--- src/rtl/multdiv_pkg.sv ---
// multdiv_pkg
// Shared definitions for the sequential multiply/divide unit.
//   state_e        : controller states (IDLE, MULT, DIV, DONE)
//   WIDTH_DEFAULT  : default operand/result width
//   INT_MIN        : most negative 32-bit value, the divide-overflow dividend
package multdiv_pkg;

  localparam int WIDTH_DEFAULT = 32;

  localparam logic [31:0] INT_MIN = 32'h8000_0000;

  typedef enum logic [1:0] {
    IDLE = 2'd0,
    MULT = 2'd1,
    DIV  = 2'd2,
    DONE = 2'd3
  } state_e;

endpackage

--- src/rtl/multdiv_seq_if.sv ---
// multdiv_seq_if
// Start/operand/result bundle between the execute stage and the
// multiply/divide unit.
//   ctrl_MULT, ctrl_DIV            : one-cycle start pulses (master -> slave)
//   data_operandA, data_operandB   : operands, sampled on a start pulse
//   data_result, data_hi           : low word / quotient, high product word
//   data_exception, data_resultRDY : overflow or div-by-zero, ready pulse
//   busy                           : operation in flight
interface multdiv_seq_if #(
  parameter int WIDTH = 32
);

  logic             ctrl_MULT;
  logic             ctrl_DIV;
  logic [WIDTH-1:0] data_operandA;
  logic [WIDTH-1:0] data_operandB;
  logic [WIDTH-1:0] data_result;
  logic [WIDTH-1:0] data_hi;
  logic             data_exception;
  logic             data_resultRDY;
  logic             busy;

  modport master (
    output ctrl_MULT, ctrl_DIV, data_operandA, data_operandB,
    input  data_result, data_hi, data_exception, data_resultRDY, busy
  );

  modport slave (
    input  ctrl_MULT, ctrl_DIV, data_operandA, data_operandB,
    output data_result, data_hi, data_exception, data_resultRDY, busy
  );

endinterface

--- src/rtl/multdiv_seq_and32.sv ---
// multdiv_seq_and32
// 32-input AND reduction used for the all-ones / all-zeros detect on the
// product high word.
//   data_i : 32-bit vector to reduce
//   all_o  : 1 when every bit of data_i is 1
module multdiv_seq_and32 (
  input  logic [31:0] data_i,
  output logic        all_o
);

  assign all_o = &data_i;

endmodule

--- src/rtl/multdiv_seq.sv ---
// multdiv_seq
// Sequential signed multiply (radix-2 Booth) / divide (restoring) unit,
// one bit per cycle. A start pulse in any state restarts the unit; results
// are registered when the last iteration finishes and held until the next
// start or reset. data_resultRDY pulses for the single DONE cycle.
//   clock   : rising-edge clock
//   reset_n : asynchronous active-low reset
//   bus     : multdiv_seq_if slave port (start pulses, operands, results)
module multdiv_seq
  import multdiv_pkg::*;
#(
  parameter int WIDTH = WIDTH_DEFAULT,
  parameter int CNT_W = 6
) (
  input logic          clock,
  input logic          reset_n,
  multdiv_seq_if.slave bus
);

  localparam logic [CNT_W-1:0] LAST_ITER = CNT_W'(WIDTH - 1);

  state_e             state_q, state_d;
  logic [CNT_W-1:0]   cnt_q, cnt_d;

  // Booth register {hi, lo, q-1}; the multiplicand is kept separately.
  logic [2*WIDTH:0]   booth_q, booth_d;
  logic [WIDTH-1:0]   mcand_q, mcand_d;

  // Restoring divider: partial remainder, quotient/dividend shift register,
  // divisor magnitude, sign of the final quotient and the INT_MIN/-1 flag.
  logic [WIDTH-1:0]   rem_q, rem_d;
  logic [WIDTH-1:0]   quot_q, quot_d;
  logic [WIDTH-1:0]   divisor_q, divisor_d;
  logic               negQ_q, negQ_d;
  logic               divOvf_q, divOvf_d;

  logic [WIDTH-1:0]   result_q, result_d;
  logic [WIDTH-1:0]   hi_q, hi_d;
  logic               exc_q, exc_d;

  logic               startReq;
  logic [WIDTH-1:0]   absA, absB;

  logic [WIDTH:0]     boothHiExt, mcandExt, boothSum;
  logic [2*WIDTH:0]   boothStep;
  logic [WIDTH-1:0]   prodHi, prodHiN, prodLo;
  logic               hiAllOnes, hiAllZeros, mulOvf;

  logic [WIDTH:0]     divShifted, divTrial;
  logic [WIDTH-1:0]   remNext, quotNext, quotSigned;

  assign startReq = bus.ctrl_MULT | bus.ctrl_DIV;

  assign absA = bus.data_operandA[WIDTH-1] ? (~bus.data_operandA + 1'b1) : bus.data_operandA;
  assign absB = bus.data_operandB[WIDTH-1] ? (~bus.data_operandB + 1'b1) : bus.data_operandB;

  // Booth step. The add/sub is done one bit wider than hi: with a multiplicand
  // of INT_MIN the intermediate sum can reach +2^31, which only becomes
  // representable in WIDTH bits again after the arithmetic shift.
  always_comb begin
    boothHiExt = {booth_q[2*WIDTH], booth_q[2*WIDTH:WIDTH+1]};
    mcandExt   = {mcand_q[WIDTH-1], mcand_q};
    unique case (booth_q[1:0])
      2'b01:   boothSum = boothHiExt + mcandExt;
      2'b10:   boothSum = boothHiExt - mcandExt;
      default: boothSum = boothHiExt;
    endcase
    // Shifted result: the wide sum supplies the new hi and the top lo bit,
    // the old lo supplies the rest of lo and the new q-1.
    boothStep = {boothSum, booth_q[WIDTH:1]};
  end

  assign prodHi  = boothStep[2*WIDTH:WIDTH+1];
  assign prodLo  = boothStep[WIDTH:1];
  assign prodHiN = ~prodHi;

  multdiv_seq_and32 u_andHi (
    .data_i (prodHi),
    .all_o  (hiAllOnes)
  );

  multdiv_seq_and32 u_andHiN (
    .data_i (prodHiN),
    .all_o  (hiAllZeros)
  );

  // Product fits in WIDTH bits only when hi is a pure sign extension of lo.
  assign mulOvf = ~((hiAllOnes & prodLo[WIDTH-1]) | (hiAllZeros & ~prodLo[WIDTH-1]));

  // Restoring divide step on magnitudes.
  always_comb begin
    divShifted = {rem_q, quot_q[WIDTH-1]};
    divTrial   = divShifted - {1'b0, divisor_q};
    if (!divTrial[WIDTH]) begin
      remNext  = divTrial[WIDTH-1:0];
      quotNext = {quot_q[WIDTH-2:0], 1'b1};
    end else begin
      remNext  = divShifted[WIDTH-1:0];
      quotNext = {quot_q[WIDTH-2:0], 1'b0};
    end
    quotSigned = negQ_q ? (~quotNext + 1'b1) : quotNext;
  end

  // Controller and datapath next state. A start pulse overrides whatever the
  // unit is doing; result registers only change when an operation completes.
  always_comb begin
    state_d   = state_q;
    cnt_d     = cnt_q;
    booth_d   = booth_q;
    mcand_d   = mcand_q;
    rem_d     = rem_q;
    quot_d    = quot_q;
    divisor_d = divisor_q;
    negQ_d    = negQ_q;
    divOvf_d  = divOvf_q;
    result_d  = result_q;
    hi_d      = hi_q;
    exc_d     = exc_q;

    if (startReq) begin
      cnt_d     = '0;
      mcand_d   = bus.data_operandA;
      booth_d   = {{WIDTH{1'b0}}, bus.data_operandB, 1'b0};
      rem_d     = '0;
      quot_d    = absA;
      divisor_d = absB;
      negQ_d    = bus.data_operandA[WIDTH-1] ^ bus.data_operandB[WIDTH-1];
      divOvf_d  = (bus.data_operandA == INT_MIN[WIDTH-1:0]) && (bus.data_operandB == '1);
      if (bus.ctrl_MULT) begin
        state_d = MULT;
      end else if (bus.data_operandB == '0) begin
        // Divide-by-zero skips the iterations entirely.
        state_d  = DONE;
        result_d = '0;
        hi_d     = '0;
        exc_d    = 1'b1;
      end else begin
        state_d = DIV;
      end
    end else begin
      unique case (state_q)
        MULT: begin
          booth_d = boothStep;
          cnt_d   = cnt_q + 1'b1;
          if (cnt_q == LAST_ITER) begin
            state_d  = DONE;
            result_d = prodLo;
            hi_d     = prodHi;
            exc_d    = mulOvf;
          end
        end
        DIV: begin
          rem_d  = remNext;
          quot_d = quotNext;
          cnt_d  = cnt_q + 1'b1;
          if (cnt_q == LAST_ITER) begin
            state_d  = DONE;
            result_d = quotSigned;
            hi_d     = '0;
            exc_d    = divOvf_q;
          end
        end
        DONE: begin
          state_d = IDLE;
        end
        default: begin
          state_d = IDLE;
        end
      endcase
    end
  end

  always_ff @(posedge clock or negedge reset_n) begin
    if (!reset_n) begin
      state_q   <= IDLE;
      cnt_q     <= '0;
      booth_q   <= '0;
      mcand_q   <= '0;
      rem_q     <= '0;
      quot_q    <= '0;
      divisor_q <= '0;
      negQ_q    <= 1'b0;
      divOvf_q  <= 1'b0;
      result_q  <= '0;
      hi_q      <= '0;
      exc_q     <= 1'b0;
    end else begin
      state_q   <= state_d;
      cnt_q     <= cnt_d;
      booth_q   <= booth_d;
      mcand_q   <= mcand_d;
      rem_q     <= rem_d;
      quot_q    <= quot_d;
      divisor_q <= divisor_d;
      negQ_q    <= negQ_d;
      divOvf_q  <= divOvf_d;
      result_q  <= result_d;
      hi_q      <= hi_d;
      exc_q     <= exc_d;
    end
  end

  assign bus.data_result    = result_q;
  assign bus.data_hi        = hi_q;
  assign bus.data_exception = exc_q;
  assign bus.data_resultRDY = (state_q == DONE);
  assign bus.busy           = (state_q == MULT) || (state_q == DIV);

endmodule

--- src/flat_wrapper.sv ---
// flat-port wrapper written by rule: the top's interface ports become plain ports
module multdiv_seq_flat import multdiv_pkg::*;
#(
  parameter int WIDTH = WIDTH_DEFAULT,
  parameter int CNT_W = 6
)
  (clock, reset_n, bus_ctrl_MULT, bus_ctrl_DIV, bus_data_operandA, bus_data_operandB, bus_data_result, bus_data_hi, bus_data_exception, bus_data_resultRDY, bus_busy);
  multdiv_seq_if #(.WIDTH(WIDTH)) bus_i ();
  input logic clock;
  input logic reset_n;
  input wire logic [$bits(bus_i.ctrl_MULT)-1:0] bus_ctrl_MULT;
  input wire logic [$bits(bus_i.ctrl_DIV)-1:0] bus_ctrl_DIV;
  input wire logic [$bits(bus_i.data_operandA)-1:0] bus_data_operandA;
  input wire logic [$bits(bus_i.data_operandB)-1:0] bus_data_operandB;
  output wire logic [$bits(bus_i.data_result)-1:0] bus_data_result;
  output wire logic [$bits(bus_i.data_hi)-1:0] bus_data_hi;
  output wire logic [$bits(bus_i.data_exception)-1:0] bus_data_exception;
  output wire logic [$bits(bus_i.data_resultRDY)-1:0] bus_data_resultRDY;
  output wire logic [$bits(bus_i.busy)-1:0] bus_busy;
  assign bus_i.ctrl_MULT = bus_ctrl_MULT;
  assign bus_i.ctrl_DIV = bus_ctrl_DIV;
  assign bus_i.data_operandA = bus_data_operandA;
  assign bus_i.data_operandB = bus_data_operandB;
  assign bus_data_result = bus_i.data_result;
  assign bus_data_hi = bus_i.data_hi;
  assign bus_data_exception = bus_i.data_exception;
  assign bus_data_resultRDY = bus_i.data_resultRDY;
  assign bus_busy = bus_i.busy;
  multdiv_seq #(.WIDTH(WIDTH), .CNT_W(CNT_W)) u_core (.clock(clock), .reset_n(reset_n), .bus(bus_i));
endmodule
--- config.mk ---
export PLATFORM = sky130hd
export DESIGN_NAME = multdiv_seq_flat
export DESIGN_NICKNAME = d
export VERILOG_FILES = /design/src/rtl/multdiv_pkg.sv /design/src/rtl/multdiv_seq_if.sv /design/src/rtl/multdiv_seq_and32.sv /design/src/rtl/multdiv_seq.sv /design/src/flat_wrapper.sv
export SDC_FILE = /design/constraint.sdc
export NUM_CORES = 1
export LEC_CHECK = 0
export CORE_MARGIN = 2
export CORE_UTILIZATION = 40
export DETAILED_ROUTE_END_ITERATION = 6
export SYNTH_ARGS = -nofsm -noshare
export SYNTH_HDL_FRONTEND = slang
export SYNTH_SLANG_ARGS = --single-unit
--- constraint.sdc ---
create_clock -name clock -period 5.7 [get_ports clock]
set_input_delay 0.57 -clock clock [delete_from_list [all_inputs] [get_ports clock]]
set_output_delay 0.57 -clock clock [all_outputs]
set_load 0.05 [all_outputs]
== Word level (Yosys, flattened, before mapping) ==
Index checks and enable logic that the tools add are counted.

* Word-level logic and storage cells: 89
* Flip-flop bits (word level): 268
* Input port bits: 68
* Output and inout bits: 67

* Add/subtract/negate cells: 7
* Reduce and logical (&&, ||, !) cells: 11
* Muxes and demuxes: 35
* Bitwise operators: 11
* Equality and inequality tests: 13

{| class="wikitable"
|+ Operators by type and width
! operator !! count
|-
| $mux 32 || 16
|-
| $mux 65 || 2
|-
| $not 32->32 || 4
|-
| $pmux 32 s2 || 2
|-
| $add 32x1->32 const B || 3
|-
| $pmux 33 s2 || 1
|-
| $eq 32x32->1 const B || 2
|-
| $reduce_and 32->1 || 2
|-
| $add 32x32->33 || 1
|-
| $sub 32x32->33 || 1
|-
| $sub 33x32->33 || 1
|-
| $logic_not 32->1 || 1
|-
| $mux 6 || 2
|-
| $ne 3x1->1 const B || 3
|-
| $mux 2 || 4
|-
| $mux 1 || 7
|-
| $add 6x1->6 const B || 1
|-
| $eq 2x2->1 const B || 3
|-
| $eq 6x5->1 const B || 1
|-
| $reduce_bool 2->1 || 3
|-
| $reduce_and 5->1 || 1
|-
| $eq 2x1->1 const B || 2
|-
| $ne 2x2->1 const B || 2
|-
| $reduce_bool 3->1 || 1
|-
| 8 further kinds || 11
|}

== Depth between registers and ports, before layout ==
* Depth in word-level cells: 10
* Gate-level depth with buffers: 22
* Depth with buffers taken out: 21

== Modules after synthesis ==
A second synthesis with hierarchy kept.

* Cells, all modules: 2202
* Area total of the unflattened synthesis: 18107.4 sq um

{| class="wikitable"
|+ Modules (own cells, without submodules)
! module !! sequential area each (sq um) !! cells each !! instances !! area each (sq um)
|-
| multdiv_seq || 6706.4 || 2180 || 1 || 17969.7
|-
| multdiv_seq_and32 || 0.0 || 11 || 2 || 68.8
|}

== Worst setup path before layout ==
Ideal clock, no wire load.

* Path type: register to register
* Start point: register u_core.mcand_q[8]
* End point: register u_core.exc_q (netlist: u_core.bus.data_exception)
* Data arrival time: 4.827 ns
* Period minus slack after synthesis: 4.955 ns
* Required time: 5.572 ns
* Cell stages (with the launch flop): 22
* Setup time: 0.128 ns
* Path buffers: 1
* Path slack: 0.745 ns
* Path through: dfrtp_1 -> or4_1 -> nor4_1 -> nand3b_1 -> nor2_1 -> and2_1 -> nor3b_1 -> nor2b_1 -> a21oi_1 -> xnor2_1 -> ha_1 -> clkbuf_1 -> a21oi_1 -> o21ai_0 -> or3_1 -> o221ai_1 -> a2111oi_0 -> nor3_1 -> nand2_1 -> nor4b_1 -> and4_1 -> nor2_1

* Longest elaborated chain between the ends: 10
* Elaborated cells on any way between the ends: 13
* Classes of those cells: add/sub (2); mux (4); bitwise (5); reduce/logical (2)

{| class="wikitable"
|+ RTL lines
! what !! line !! RTL
|-
| from (decl) || multdiv_seq.sv:27 || <nowiki>logic [WIDTH-1:0] mcand_q, mcand_d;</nowiki>
|-
| from (signal assigned) || multdiv_seq.sv:191 || <nowiki>mcand_q <= mcand_d;</nowiki>
|-
| $sub 32x32->33 / $add 32x32->33 (equally long branches) || multdiv_seq.sv:65, multdiv_seq.sv:64 ||
|-
| $pmux 33 s2 (*) || multdiv_seq.sv:63 || <nowiki>unique case (booth_q[1:0])</nowiki>
|-
| $not 32->32 || multdiv_seq.sv:75 || <nowiki>assign prodHiN = ~prodHi;</nowiki>
|-
| $reduce_and 32->1 || multdiv_seq_and32.sv:11 || <nowiki>assign all_o = &data_i;</nowiki>
|-
| $and 1x1->1 || multdiv_seq.sv:88 || <nowiki>assign mulOvf = ~((hiAllOnes & prodLo[WIDTH-1]) | (hiAllZeros & ~prodLo[WIDTH-1]));</nowiki>
|-
| $or 1x1->1 (*) || multdiv_seq.sv:88 ||
|-
| $not 1->1 (*) || multdiv_seq.sv:88 ||
|-
| $mux 1 (*) || multdiv_seq.sv:145 || <nowiki>if (cnt_q == LAST_ITER) begin</nowiki>
|-
| $pmux 1 s2 (*) || multdiv_seq.sv:141 || <nowiki>unique case (state_q)</nowiki>
|-
| $mux 1 (*) || multdiv_seq.sv:120 || <nowiki>if (startReq) begin</nowiki>
|-
| to (signal assigned) || multdiv_seq.sv:186 || <nowiki>exc_q <= 1'b0;</nowiki>
|-
| to (signal assigned) || multdiv_seq.sv:199 || <nowiki>exc_q <= exc_d;</nowiki>
|-
| to (decl) || multdiv_seq.sv:39 || <nowiki>logic exc_q, exc_d;</nowiki>
|}

Every way passes the cells marked *; elsewhere a longest branch is shown, timed or not. The select of a mux whose other input is x is not followed.
A chain may end at the register's enable or synchronous reset.

== Final worst setup path ==
* Start point: register u_core.mcand_q[7]
* End point: register u_core.exc_q (netlist: u_core.bus.data_exception)

Same word-level chain as after synthesis.

==> reports/metrics.cfg <==
[status]
status = finished with violations
violations = hold timing

[die]
design.die.area_sq_um = 47500
fp.dieW_um = 218
core-area_sq_um = 45300
rows = 78
die_y_um = 218
ios = 135
initial_utilization = 0.404

[clock_network]
worstSkewPairLatency_ns = 0.56
cts_made_buffers = 34
cts_root_buffer = clkbuf_16
cts_max_path_buffers = 3
clkSinkCount = 268
post_cts_resized = 0
h-tree-depth = 2
cts.hold.buffers_added = 0
post-cts-setup-buffer-count = 0
tritoncts = built
cts.clk_slew.worst_paths_ns = 0.06

[worst_setup_path]
critPathRequiredTime_ns = 6.13
crit_arrival_ns = 5.73
cpPeakStageDelay_ns = 0.58
r2r_end = u_core.bus.data_exception$_DFFE_PN0P_
slowest_stage = or4_1
critPathKind = flip-flop to flip-flop
rr_startpoint = u_core.mcand_q[7]$_DFFE_PN0N_
r2r_slack_ns = 0.40
cp_cell_sequence = or4_1 -> nor4_2 -> nand3b_1 -> nor2_1 -> and2_1 -> nor3b_1 -> nor2b_1 -> a21oi_1 -> xnor2_1 -> ha_1 -> a21oi_1 -> o21ai_1 -> or3_1 -> o221ai_1 -> a2111oi_1 -> nor3_1 -> nand2_1 -> nor4b_1 -> and4_1 -> nor2_1
reg2regPathDepth = 20
cp_max_fo = 5
cp-end-kind = flip-flop
crit_path_start_kind = flip-flop

[finish]
nets = 2426
num_antenna_cells = 0
fillers = 4481
drive_gt1_frac = 0.0616
utilization = 0.474
syn2layout_area_growth_pct = 17.1

[routing]
drt_iter0_drc = 1383
postRouteAntennaNets = 0
first_pass_iters = 6
wirelength_mm = 56.8
num_vias = 16652
drcViolationCount = 0
drt-wirelength-per-cell_um = 19.6
avgViaCountPerCell = 5.73

[place]
post-place-ws_ns = 0.308
dp_hpwl_mm = 41.2
port-buffer-count = 134
gp_congestion = 0.922

[timing]
max_freq_mhz = 189
hold_slack_ns = -0.00537
fin_crit_ns = 5.30
maxSlewViolCount = 0
grt_setup_unrepaired = false
finalWorstSetupSlack_ns = 0.399
finalCritPeriodShare = 0.930
fin_tns_setup_ns = 0
setup_viol = 0
finalHoldViolations = 15
fin_skew_ns = 0.0160
relSlewSlack = 0.235
worstMarginPinSlew_ns = 1.14

[power_and_ir_drop]
fin_total_pwr_mw = 7.02
power.density_nw_per_um2 = 327
p_leak_nw = 9.22
peakVddDrop_mv = 0.231

[logic_synthesis]
synth_cell_types = 78
yosysMostFrequentCell = nand2_1
yosys-top-cells-area = dfrtp_1, nand2_1, o21ai_0
synth_ff_type = dfrtp_1
seq_area_frac_synth = 0.366
synth_cells = 2206
synth_common_cells = nand2_1, dfrtp_1, o21ai_0
synth_top_area_frac = 0.366
ys_seq_elements = 268
synth_edf_count = 0
syn_area_sq_um = 18300
yosys_warnings = 0
synth_nets = 2350
avgSynthCellArea_sq_um = 8.30
synthArstFlopShare = 1.00
yosysTopAreaCell = dfrtp_1

[global_route]
grt_pass1_wl_mm = 90.5
grt_overflow = 0
grt_max_degree = 136
grt_pass1_vias = 16010
antenna_found_initial = 0
grt.total_usage = 0.240

[hold_path]
hold_class = input port to async pin

[flow_run]
max-cap-violations = 0

-- how the worst max path moves through the flow --
stage                                        startpoint                                    end  slack (ns)  depth (start not counted)
final                     u_core.mcand_q[7]$_DFFE_PN0N_  u_core.bus.data_exception$_DFFE_PN0P_        0.40                         20
after global routing      u_core.mcand_q[8]$_DFFE_PN0N_  u_core.bus.data_exception$_DFFE_PN0P_      0.0008                         20
after CTS                 u_core.mcand_q[7]$_DFFE_PN0N_  u_core.bus.data_exception$_DFFE_PN0P_        0.26                         21
after detailed placement  u_core.mcand_q[7]$_DFFE_PN0N_  u_core.bus.data_exception$_DFFE_PN0P_        0.31                         21
after global placement    u_core.mcand_q[8]$_DFFE_PN0N_  u_core.bus.data_exception$_DFFE_PN0P_        0.36                         20
after floorplan           u_core.mcand_q[8]$_DFFE_PN0N_  u_core.bus.data_exception$_DFFE_PN0P_        0.75                         21
-- flip-flops by register name, summed over array words and instances, names as in the netlist --
signal and count:
u_core.state_q 2, u_core.cnt_q 6, u_core.bus.data_hi 32, u_core.bus.data_result 32, u_core.bus.data_exception 1, u_core.rem_q 32
u_core.booth_q 65, u_core.divOvf_q 1, u_core.quot_q 32, u_core.negQ_q 1, u_core.divisor_q 32, u_core.mcand_q 32
-- power by group --
part	internal [mW]	total [mW]	switching (mW)
logic	0.831	2.28	1.45
clock network	1.48	2.38	0.907
registers	2.13	2.36	0.227
-- critical path: cells and delay by family, from the launching register on --
family                     cells  cell delay, ns
and+or+nand+nor               13            3.34
AOI/OAI and AO/OA              5            0.97
DFF                            1            0.42
adders and majority gates      1            0.32
xor gates and xnor gates       1            0.15
-- metrics by stage --
| stage | instances | hold WS (ns) | instance area [sq um] |
|---|---|---|---|
| 2_1_floorplan | 2206 | 0.274 | 18300 |
| 3_3_place_gp | 2846 | 0.461 | 20200 |
| 3_5_place_dp | 2846 | 0.470 | 20200 |
| 4_1_cts | 2904 | 0.000826 | 21400 |
| 5_1_grt | 2904 | 0.0362 | 21500 |
| 6_report | 2904 | -0.00537 | 21500 |
-- final cells by class --
class	instances	area (sq um)	area share
tap	600	751	0.0350
timing repair buffer	170	1630	0.0759
inverter	75	282	0.0131
clock inverter	18	314	0.0146
sequential	268	6710	0.313
clock buffer	40	913	0.0426
multi-input combinational	1733	10900	0.506
-- logic make-up (layout without fill, tap and decap cells) --
family / count (synthesis) / after routing / synth area share
and+or+nand+nor: 781 / 781 / 0.201
AOI/OAI and AO/OA: 650 / 650 / 0.223
DFF: 268 / 268 / 0.366
buffers and inverters: 205 / 303 / 0.0435
xor gates and xnor gates: 145 / 145 / 0.0694
muxes: 81 / 81 / 0.0446
adders and majority gates: 76 / 76 / 0.0528
-- placed cells by master, fill, tap and decap left out, drive strengths merged, types with 74 or more instances in the layout --
cell type      synthesis  routed
a21oi                140     140
clkdlybuf4s50          0     133
dfrtp                268     268
ha                    74      74
inv                   75      77
mux2i                 76      76
nand2                323     323
nor2                 168     168
o21ai                231     231
xnor2                 79      79
-- layer usage --
layer,track usage,part of all wire
met4,0.0805,0.030
met3,0.0328,0.055
met2,0.376,0.44
met1,0.340,0.47
met5,0,0
Power figures use the tool's default switching activity.
